--- config.mk ---
export PLATFORM = sky130hd
export DESIGN_NAME = ram_copy_engine
export DESIGN_NICKNAME = d
export VERILOG_FILES = /design/src/rtl/ram_copy_engine.sv
export SDC_FILE = /design/constraint.sdc
export NUM_CORES = 1
export LEC_CHECK = 0
export CAP_MARGIN = 30
export CELL_PAD_IN_SITES_DETAIL_PLACEMENT = 1
export CELL_PAD_IN_SITES_GLOBAL_PLACEMENT = 1
export CORE_ASPECT_RATIO = 1.5
export CORE_UTILIZATION = 44
export DETAILED_ROUTE_END_ITERATION = 6
export DONT_BUFFER_PORTS = 1
export GPL_TIMING_DRIVEN = 0
export HOLD_SLACK_MARGIN = 0.12
export PLACE_DENSITY_LB_ADDON = 0.05
export SETUP_SLACK_MARGIN = 0.4
export SYNTH_ARGS = -nofsm -noshare
export SYNTH_HDL_FRONTEND = slang
export SYNTH_SLANG_ARGS = --single-unit
--- constraint.sdc ---
create_clock -name clk -period 4.21 [get_ports clk]
set_input_delay 0.421 -clock clk [delete_from_list [all_inputs] [get_ports clk]]
set_output_delay 0.421 -clock clk [all_outputs]
set_load 0.05 [all_outputs]
--- src/rtl/ram_copy_engine.sv ---
// Block-copy initiator for a single-clock RAM with 1-cycle registered read latency.
// Streams one word per cycle and picks the copy direction so overlapping moves keep the source intact.
module ram_copy_engine #(
    parameter int addr_size = 8,
    parameter int data_size = 8
) (
    input  logic                 clk,
    input  logic                 rst,
    input  logic                 start,
    input  logic [addr_size-1:0] src_addr,
    input  logic [addr_size-1:0] dst_addr,
    input  logic [addr_size:0]   len,
    output logic                 busy,
    output logic                 done,
    output logic                 ram_rd_en,
    output logic [addr_size-1:0] ram_rd_addr,
    input  logic [data_size-1:0] ram_rd_data,
    output logic                 ram_wr_en,
    output logic [addr_size-1:0] ram_wr_addr,
    output logic [data_size-1:0] ram_wr_data
);

    localparam int AW = addr_size;
    localparam int LW = addr_size + 1;

    typedef enum logic [1:0] {
        IDLE   = 2'd0,
        STREAM = 2'd1,
        DRAIN  = 2'd2,
        DONE   = 2'd3
    } state_t;

    state_t        state_r, state_s;
    logic [AW-1:0] rd_ptr_r, rd_ptr_s;
    logic [AW-1:0] wr_ptr_r, wr_ptr_s;
    logic [LW-1:0] rem_r, rem_s;
    logic          desc_r, desc_s;

    logic          busy_s, done_s, rd_en_s, wr_en_s;
    logic [AW-1:0] rd_addr_s, wr_addr_s;

    logic [LW-1:0] src_end_s;
    logic [AW-1:0] len_m1_s, rd_first_s, wr_first_s, start_step_s, step_s;
    logic          start_desc_s;

    // Decode the copy geometry from the live inputs; only used on the accepting edge.
    always_comb begin
        src_end_s    = {1'b0, src_addr} + len;
        start_desc_s = ({1'b0, dst_addr} > {1'b0, src_addr}) && ({1'b0, dst_addr} < src_end_s);
        len_m1_s     = len[AW-1:0] - {{(AW-1){1'b0}}, 1'b1};
        if (start_desc_s) begin
            rd_first_s   = src_addr + len_m1_s;
            wr_first_s   = dst_addr + len_m1_s;
            start_step_s = {AW{1'b1}};
        end else begin
            rd_first_s   = src_addr;
            wr_first_s   = dst_addr;
            start_step_s = {{(AW-1){1'b0}}, 1'b1};
        end
        if (desc_r) begin
            step_s = {AW{1'b1}};
        end else begin
            step_s = {{(AW-1){1'b0}}, 1'b1};
        end
    end

    // Next-state and next-output logic; writes trail reads by exactly one cycle.
    always_comb begin
        state_s   = state_r;
        rd_ptr_s  = rd_ptr_r;
        wr_ptr_s  = wr_ptr_r;
        rem_s     = rem_r;
        desc_s    = desc_r;
        rd_en_s   = 1'b0;
        rd_addr_s = {AW{1'b0}};
        wr_en_s   = ram_rd_en;
        wr_addr_s = {AW{1'b0}};

        if (ram_rd_en) begin
            wr_addr_s = wr_ptr_r;
            wr_ptr_s  = wr_ptr_r + step_s;
        end else begin
            wr_ptr_s  = wr_ptr_r;
        end

        case (state_r)
            IDLE: begin
                if (start) begin
                    desc_s   = start_desc_s;
                    wr_ptr_s = wr_first_s;
                    if (len != {LW{1'b0}}) begin
                        state_s   = STREAM;
                        rd_en_s   = 1'b1;
                        rd_addr_s = rd_first_s;
                        rd_ptr_s  = rd_first_s + start_step_s;
                        rem_s     = len - {{AW{1'b0}}, 1'b1};
                    end else begin
                        // Empty copy still takes the two-cycle handshake, but touches no RAM.
                        state_s = DRAIN;
                    end
                end else begin
                    state_s = IDLE;
                end
            end
            STREAM: begin
                if (rem_r != {LW{1'b0}}) begin
                    rd_en_s   = 1'b1;
                    rd_addr_s = rd_ptr_r;
                    rd_ptr_s  = rd_ptr_r + step_s;
                    rem_s     = rem_r - {{AW{1'b0}}, 1'b1};
                end else begin
                    state_s = DRAIN;
                end
            end
            DRAIN:   state_s = DONE;
            DONE:    state_s = IDLE;
            default: state_s = IDLE;
        endcase

        busy_s = (state_s == STREAM) || (state_s == DRAIN);
        done_s = (state_s == DONE);
    end

    // State, datapath and registered port outputs.
    always_ff @(posedge clk) begin
        if (rst) begin
            state_r     <= IDLE;
            rd_ptr_r    <= {AW{1'b0}};
            wr_ptr_r    <= {AW{1'b0}};
            rem_r       <= {LW{1'b0}};
            desc_r      <= 1'b0;
            busy        <= 1'b0;
            done        <= 1'b0;
            ram_rd_en   <= 1'b0;
            ram_rd_addr <= {AW{1'b0}};
            ram_wr_en   <= 1'b0;
            ram_wr_addr <= {AW{1'b0}};
        end else begin
            state_r     <= state_s;
            rd_ptr_r    <= rd_ptr_s;
            wr_ptr_r    <= wr_ptr_s;
            rem_r       <= rem_s;
            desc_r      <= desc_s;
            busy        <= busy_s;
            done        <= done_s;
            ram_rd_en   <= rd_en_s;
            ram_rd_addr <= rd_addr_s;
            ram_wr_en   <= wr_en_s;
            ram_wr_addr <= wr_addr_s;
        end
    end

    assign ram_wr_data = ram_rd_data;

endmodule

**Word-level counts from Yosys, hierarchy flattened**

Cells that the tools add are included.

- Register bits after elaboration: 48
- Input bits: 36
- Output and inout port bits: 28
- Logic and storage cells: 68

- Add/subtract/negate cells: 9
- Order comparisons: 2
- Equal/unequal tests: 9
- Multiplexer cells: 27
- Bitwise gates (word level): 1
- Reductions and logical operators: 9

Operator list:

| operator | count |
|---|---|
| 8-bit 2-to-1 mux | 13 |
| 8-bit adder | 5 |
| 8-bit case mux with 2 select lines | 2 |
| 9-bit 2-to-1 mux | 3 |
| 9-bit case mux with 2 select lines | 1 |
| 9-bit nonzero test | 2 |
| 9-bit by 1-bit subtractor with 9-bit output (second input constant) | 2 |
| 8-bit by 9-bit adder with 9-bit output | 1 |
| 8-bit by 9-bit less-than comparator with 1-bit output | 1 |
| 2-bit equality test (second input constant) | 4 |
| 8-bit > comparator | 1 |
| 2-bit case mux with 4 select lines | 1 |
| 8-bit by 1-bit subtractor with 8-bit output (second input constant) | 1 |
| 2-bit 2-to-1 mux | 3 |
| 2-bit != test (second input constant) | 3 |
| 2-bit by 1-bit equality test with 1-bit output (second input constant) | 2 |
| 4-bit AND reduction | 1 |
| 1-bit 2-to-1 mux | 3 |
| 2-bit zero test | 1 |
| 1-bit case mux with 2 select lines | 1 |
| 2-bit AND reduction | 1 |
| 2-bit nonzero test | 1 |
| 2-bit OR reduction | 1 |
| 1-bit logical AND | 1 |
| 2 further kinds | 2 |

**Longest topological paths before layout**

- Depth in word-level cells: 8
- Depth in mapped cells: 23
- Depth with buffers taken out: 22

**Least setup slack after synthesis**

No wires, ideal clock.

- Path type: input-to-reg
- From: in src_addr[0]
- To: reg rd_ptr_r[5]
- Setup time: 0.120 ns
- Data arrival time: 4.333 ns
- Data required time: 4.090 ns
- Slack: -0.243 ns
- Stages on the path: 21
- Path buffers: 1
- Cell sequence: ha_1 > inv_1 > fa_1 > nand2b_1 > a21oi_1 > nor2_1 > xor2_1 > ha_1 > a22o_1 > nor4_1 > a21oi_1 > nand3_1 > nand3_1 > inv_1 > buf_2 > ha_1 > and2_1 > o21ai_0 > o211ai_1 > and4_1 > o31a_1

- Cells in the longest elaborated chain, start to end: 8

RTL lines:

| element | line | text |
|---|---|---|
| start: declaration | 10 | `input logic [addr_size-1:0] src_addr,` |
| 8-bit by 9-bit adder with 9-bit output | 48 | `src_end_s = {1'b0, src_addr} + len;` |
| 8-bit by 9-bit less-than comparator with 1-bit output | 49 | `start_desc_s = ({1'b0, dst_addr} > {1'b0, src_addr}) && ({1'b0, dst_addr} < src_end_s);` |
| 1-bit logical AND * | 49 |  |
| net start_desc_s | 44 | `logic start_desc_s;` |
| 8-bit 2-to-1 mux | 51 | `if (start_desc_s) begin` |
| 8-bit adder * | 95 | `rd_ptr_s = rd_first_s + start_step_s;` |
| 8-bit 2-to-1 mux * | 91 | `if (len != {LW{1'b0}}) begin` |
| 8-bit 2-to-1 mux * | 88 | `if (start) begin` |
| 8-bit case mux with 2 select lines * | 86 | `case (state_r)` |
| end signal: assignment | 128 | `rd_ptr_r <= {AW{1'b0}};` |
| end signal: assignment | 140 | `rd_ptr_r <= rd_ptr_s;` |
| end: declaration | 34 | `logic [AW-1:0] rd_ptr_r, rd_ptr_s;` |

The timed path passes the listed nets; every way through them passes the cells marked *. The select of a mux whose other input is x is not followed.
A chain may end at the register's enable or synchronous reset.

**Worst setup path in the final report**

- From: in src_addr[0]
- To: reg rd_ptr_r[4]

- Cells in the longest elaborated chain, start to end: 8

RTL lines:

| element | line |
|---|---|
| 8-bit by 9-bit adder with 9-bit output | 48 |
| 8-bit by 9-bit less-than comparator with 1-bit output | 49 |
| 1-bit logical AND | 49 |
| 8-bit 2-to-1 mux | 51 |
| 8-bit adder * | 95 |
| 8-bit 2-to-1 mux * | 91 |
| 8-bit 2-to-1 mux * | 88 |
| 8-bit case mux with 2 select lines * | 86 |

Mark *: on every way between the ends. The rest lies on a longest branch, timed or not. The select of a mux whose other input is x is not followed.

==> summary.md <==
| Metric | Value |
|---|---|
| Synth Area in Adders | 0.175 |
| Number of enable flip-flop cells after synthesis | 0 |
| Pwr/cell area | 495 nW/um2 |
| # IOs | 64 |
| Synth cell types | 64 |
| Multi-input gate area | 3760 um2 |
| Top FF cell, synth | dfxtp_1 |
| RSZ-0062 raised after global routing | true |
| Clock skew | 9.64 ps |
| Via Count | 4749 |
| Overflow after GRT | 0 |
| Core ar. | 10200 um2 |
| Crit Path Max Fanout | 4 |
| First DRT Iteration DRCs | 206 |
| Avg Inst Size Synth | 7.84 um2 |
| Yosys Warn Count | 0 |
| Static Leak | 2.31 nW |
| Post-synthesis mux area share | 0.0307 |
| F_max | 0.232 GHz |
| Failing checks | setup timing |
| Starting density of the core | 0.457 |
| Count leader, synth | ha_1 |
| Wire per inst | 21.8 um |
| Post-Syn Nets | 695 |
| Worst-Margin Slew | 880 ps |
| CTS Buf Count | 5 |
| Mapped Cells | 597 |
| Pre-antenna DRT Iters | 4 |
| Routability congestion estimate | 0.930 |
| Overall routed net length | 16900 um |
| CP max stage delay | 400 ps |
| # hold bufs at CTS | 0 |
| Max-Cap Viols | 0 |
| Sequential-to-total area share from yosys stat | 0.205 |
| Setup WS post-layout | -97.6 ps |
| DIE WIDTH | 86.2 um |
| Final min period | 4310 ps |
| Global-route wire length before repair | 25700 um |
| Final hold vios | 0 |
| WHS | 239 ps |
| Crit path max-delay cell type | fa_2 |
| Clk Latency, worst-skew pair | 300 ps |
| Main area contributors after synthesis | dfxtp_1 21%, ha_1 15%, a21oi_1 4.4% |
| Commonest cells in the netlist | 56 x ha_1, 52 x nor2_1, 48 x dfxtp_1 |
| Pwr Total | 2.79 mW |
| Diode count | 0 |
| CTS tree | yes |
| Crit path max-delay family | compound AO/OA/AOI/OAI gates |
| Xor and xnor area share after synthesis | 0.0722 |
| CP Capture Type | flop |
| Post-Synth Simple-Gate Area | 0.211 |
| Period utilisation layout | 1.02 |
| WP data arrival | 4460 ps |
| Vias in the first global route | 5007 |
| Fill cells | 1250 |
| Max VDD drop | 0.204 mV |
| # rows | 45 |
| Register area | 961 um2 |
| Die ar. | 11100 um2 |
| CP bufs+invs | 4 |
| CP startpoint kind | input port |
| Post-synth ARST share | 0 |
| Slew margin rel. | 0.406 |
| Vias per cell | 6.12 |
| Data required time of the worst path | 4360 ps |
| Post-detail-place hpwl | 12100 um |
| Compound-Gate Fraction of Synth Area | 0.241 |
| ANT nets after route | 0 |
| Root Buffer | clkbuf_16 |
| Synth top area share | 0.205 |
| Area delta synth->final | 20.4% |
| Synth Register Bits | 48 |
| Mapped Area | 4680 um2 |
| Status | finished with violations |
| Largest family of logic cells by synthesized area | compound AO/OA/AOI/OAI gates |
| Buffer depth of the longest clock path | 2 |
| GRT Total Usage | 0.300 |
| CP Class | input port to flop |
| Initial antenna violation count | 0 |
| Hold crit path type | input port to flop |
| Post-layout nets | 732 |
| Worst-path clk slew | 70 ps |
| Largest net degree at the start of global routing | 17 |
| Crit-path cells | ha_4, inv_2, fa_2, nand2b_4, a21oi_4, nor2_2, xor2_2, ha_4, a22o_1, nor4_4, buf_4, buf_6, a211oi_2, nand3_1, o311a_4, inv_4, fa_2, a21o_1, a21oi_2, xor2_1, nor2_1, a211oi_2, nor3_1 |
| Max-slew violation count | 0 |
| Drt drc | 0 |
| Port-buffer cells | 0 |
| CTS sink count | 48 |
| Finish-stage setup viols | 3 |
| H-tree depth | 2 |
| Chip Height | 128 um |
| Leading area contributor after synthesis | dfxtp_1 |
| Share of layout cells above drive strength 1 | 0.175 |
## cells by family after synthesis
| kind of cell | Yosys count |
|---|---|
| buffers and inverters | 71 |
| and+or+nand+nor | 197 |
| xor gates and xnor gates | 37 |
| AOI/OAI and AO/OA | 168 |
| muxes | 14 |
| adders and majority gates | 62 |
| DFF | 48 |
## final timing paths
kind | startpoint | end | slack (ps) | cells after the start
max | src_addr[0] | rd_ptr_r[4] | -100 | 23
min | start | busy | 240 | 2
max reg2reg | state_r[0] | rem_r[8] | 440 | 11
min reg2reg | rem_r[0] | rem_r[0] | 490 | 2
## repair_timing
action                                  in CTS  in global routing
endpoints found under the setup margin       7                 11
pin swaps                                   12                 30
gates resized for setup                     29                 36
hold endpoints to repair                     0                  0
buffers inserted                            13                 17
## layer usage
| layer | global-route usage | vias up | routed length, um |
|---|---|---|---|
| li1 | - | 2222 | - |
| met1 | 0.325 | 2335 | 6400 |
| met2 | 0.558 | 141 | 8990 |
| met3 | 0.0476 | 51 | 795 |
| met4 | 0.143 | 0 | 742 |
| met5 | 0 | - | 0 |
## flip-flops by register name, indices dropped and copies added, names as in the netlist
signal,cells
state_r,2
done,1
busy,1
rem_r,9
ram_wr_en,1
ram_rd_en,1
ram_wr_addr,8
wr_ptr_r,8
desc_r,1
rd_ptr_r,8
ram_rd_addr,8
## worst register-to-register path: stages (launching register included)
cell,delay (ps)
dfxtp_1,440
nor2b_1,290
clkbuf_1,460
clkbuf_2,430
buf_1,510
nor2_1,80
a21oi_1,130
ha_1,300
nand2_1,180
nor3_1,360
mux2_2,380
a21oi_1,140
## where the power goes
group          leakage [nW]  internal (mW)  switching [mW]
logic                  1.84          0.663           0.931
registers             0.395          0.566           0.206
clock network        0.0691          0.237           0.187
total                  2.31           1.47            1.32
## layout make-up
cell class,count,share of cell area
buffer,35,0.0338
clock buffer,6,0.0247
clock inverter,2,0.00266
inverter,36,0.0255
multi-input combinational,478,0.668
sequential,48,0.171
tap,141,0.0313
timing repair buffer,30,0.0440
## cell usage in the layout, fill, tap and decap left out, types with 21 or more instances in the layout
cell	count
a21oi_1	34
buf_4	33
dfxtp_1	48
ha_1	47
inv_1	32
nand2_1	43
nor2_1	51
o21ai_0	24
xnor2_1	21
## stage by stage
| step | worst slack [ps] | utilization | area (um2) | setup TNS, ps | std cells |
|---|---|---|---|---|---|
| 6_report | -97.6 | 0.550 | 5630 | -163 | 776 |
| 5_1_grt | -223 | 0.550 | 5630 | -577 | 776 |
| 4_1_cts | 61.0 | 0.518 | 5310 | 0 | 759 |
| 3_5_place_dp | -756 | 0.481 | 4930 | -3730 | 738 |
| 3_3_place_gp | -734 | 0.481 | 4930 | -3570 | 738 |
| 2_1_floorplan | 128 | - | 4750 | 0 | 597 |
Note: power is estimated with default switching activity, not from simulation.
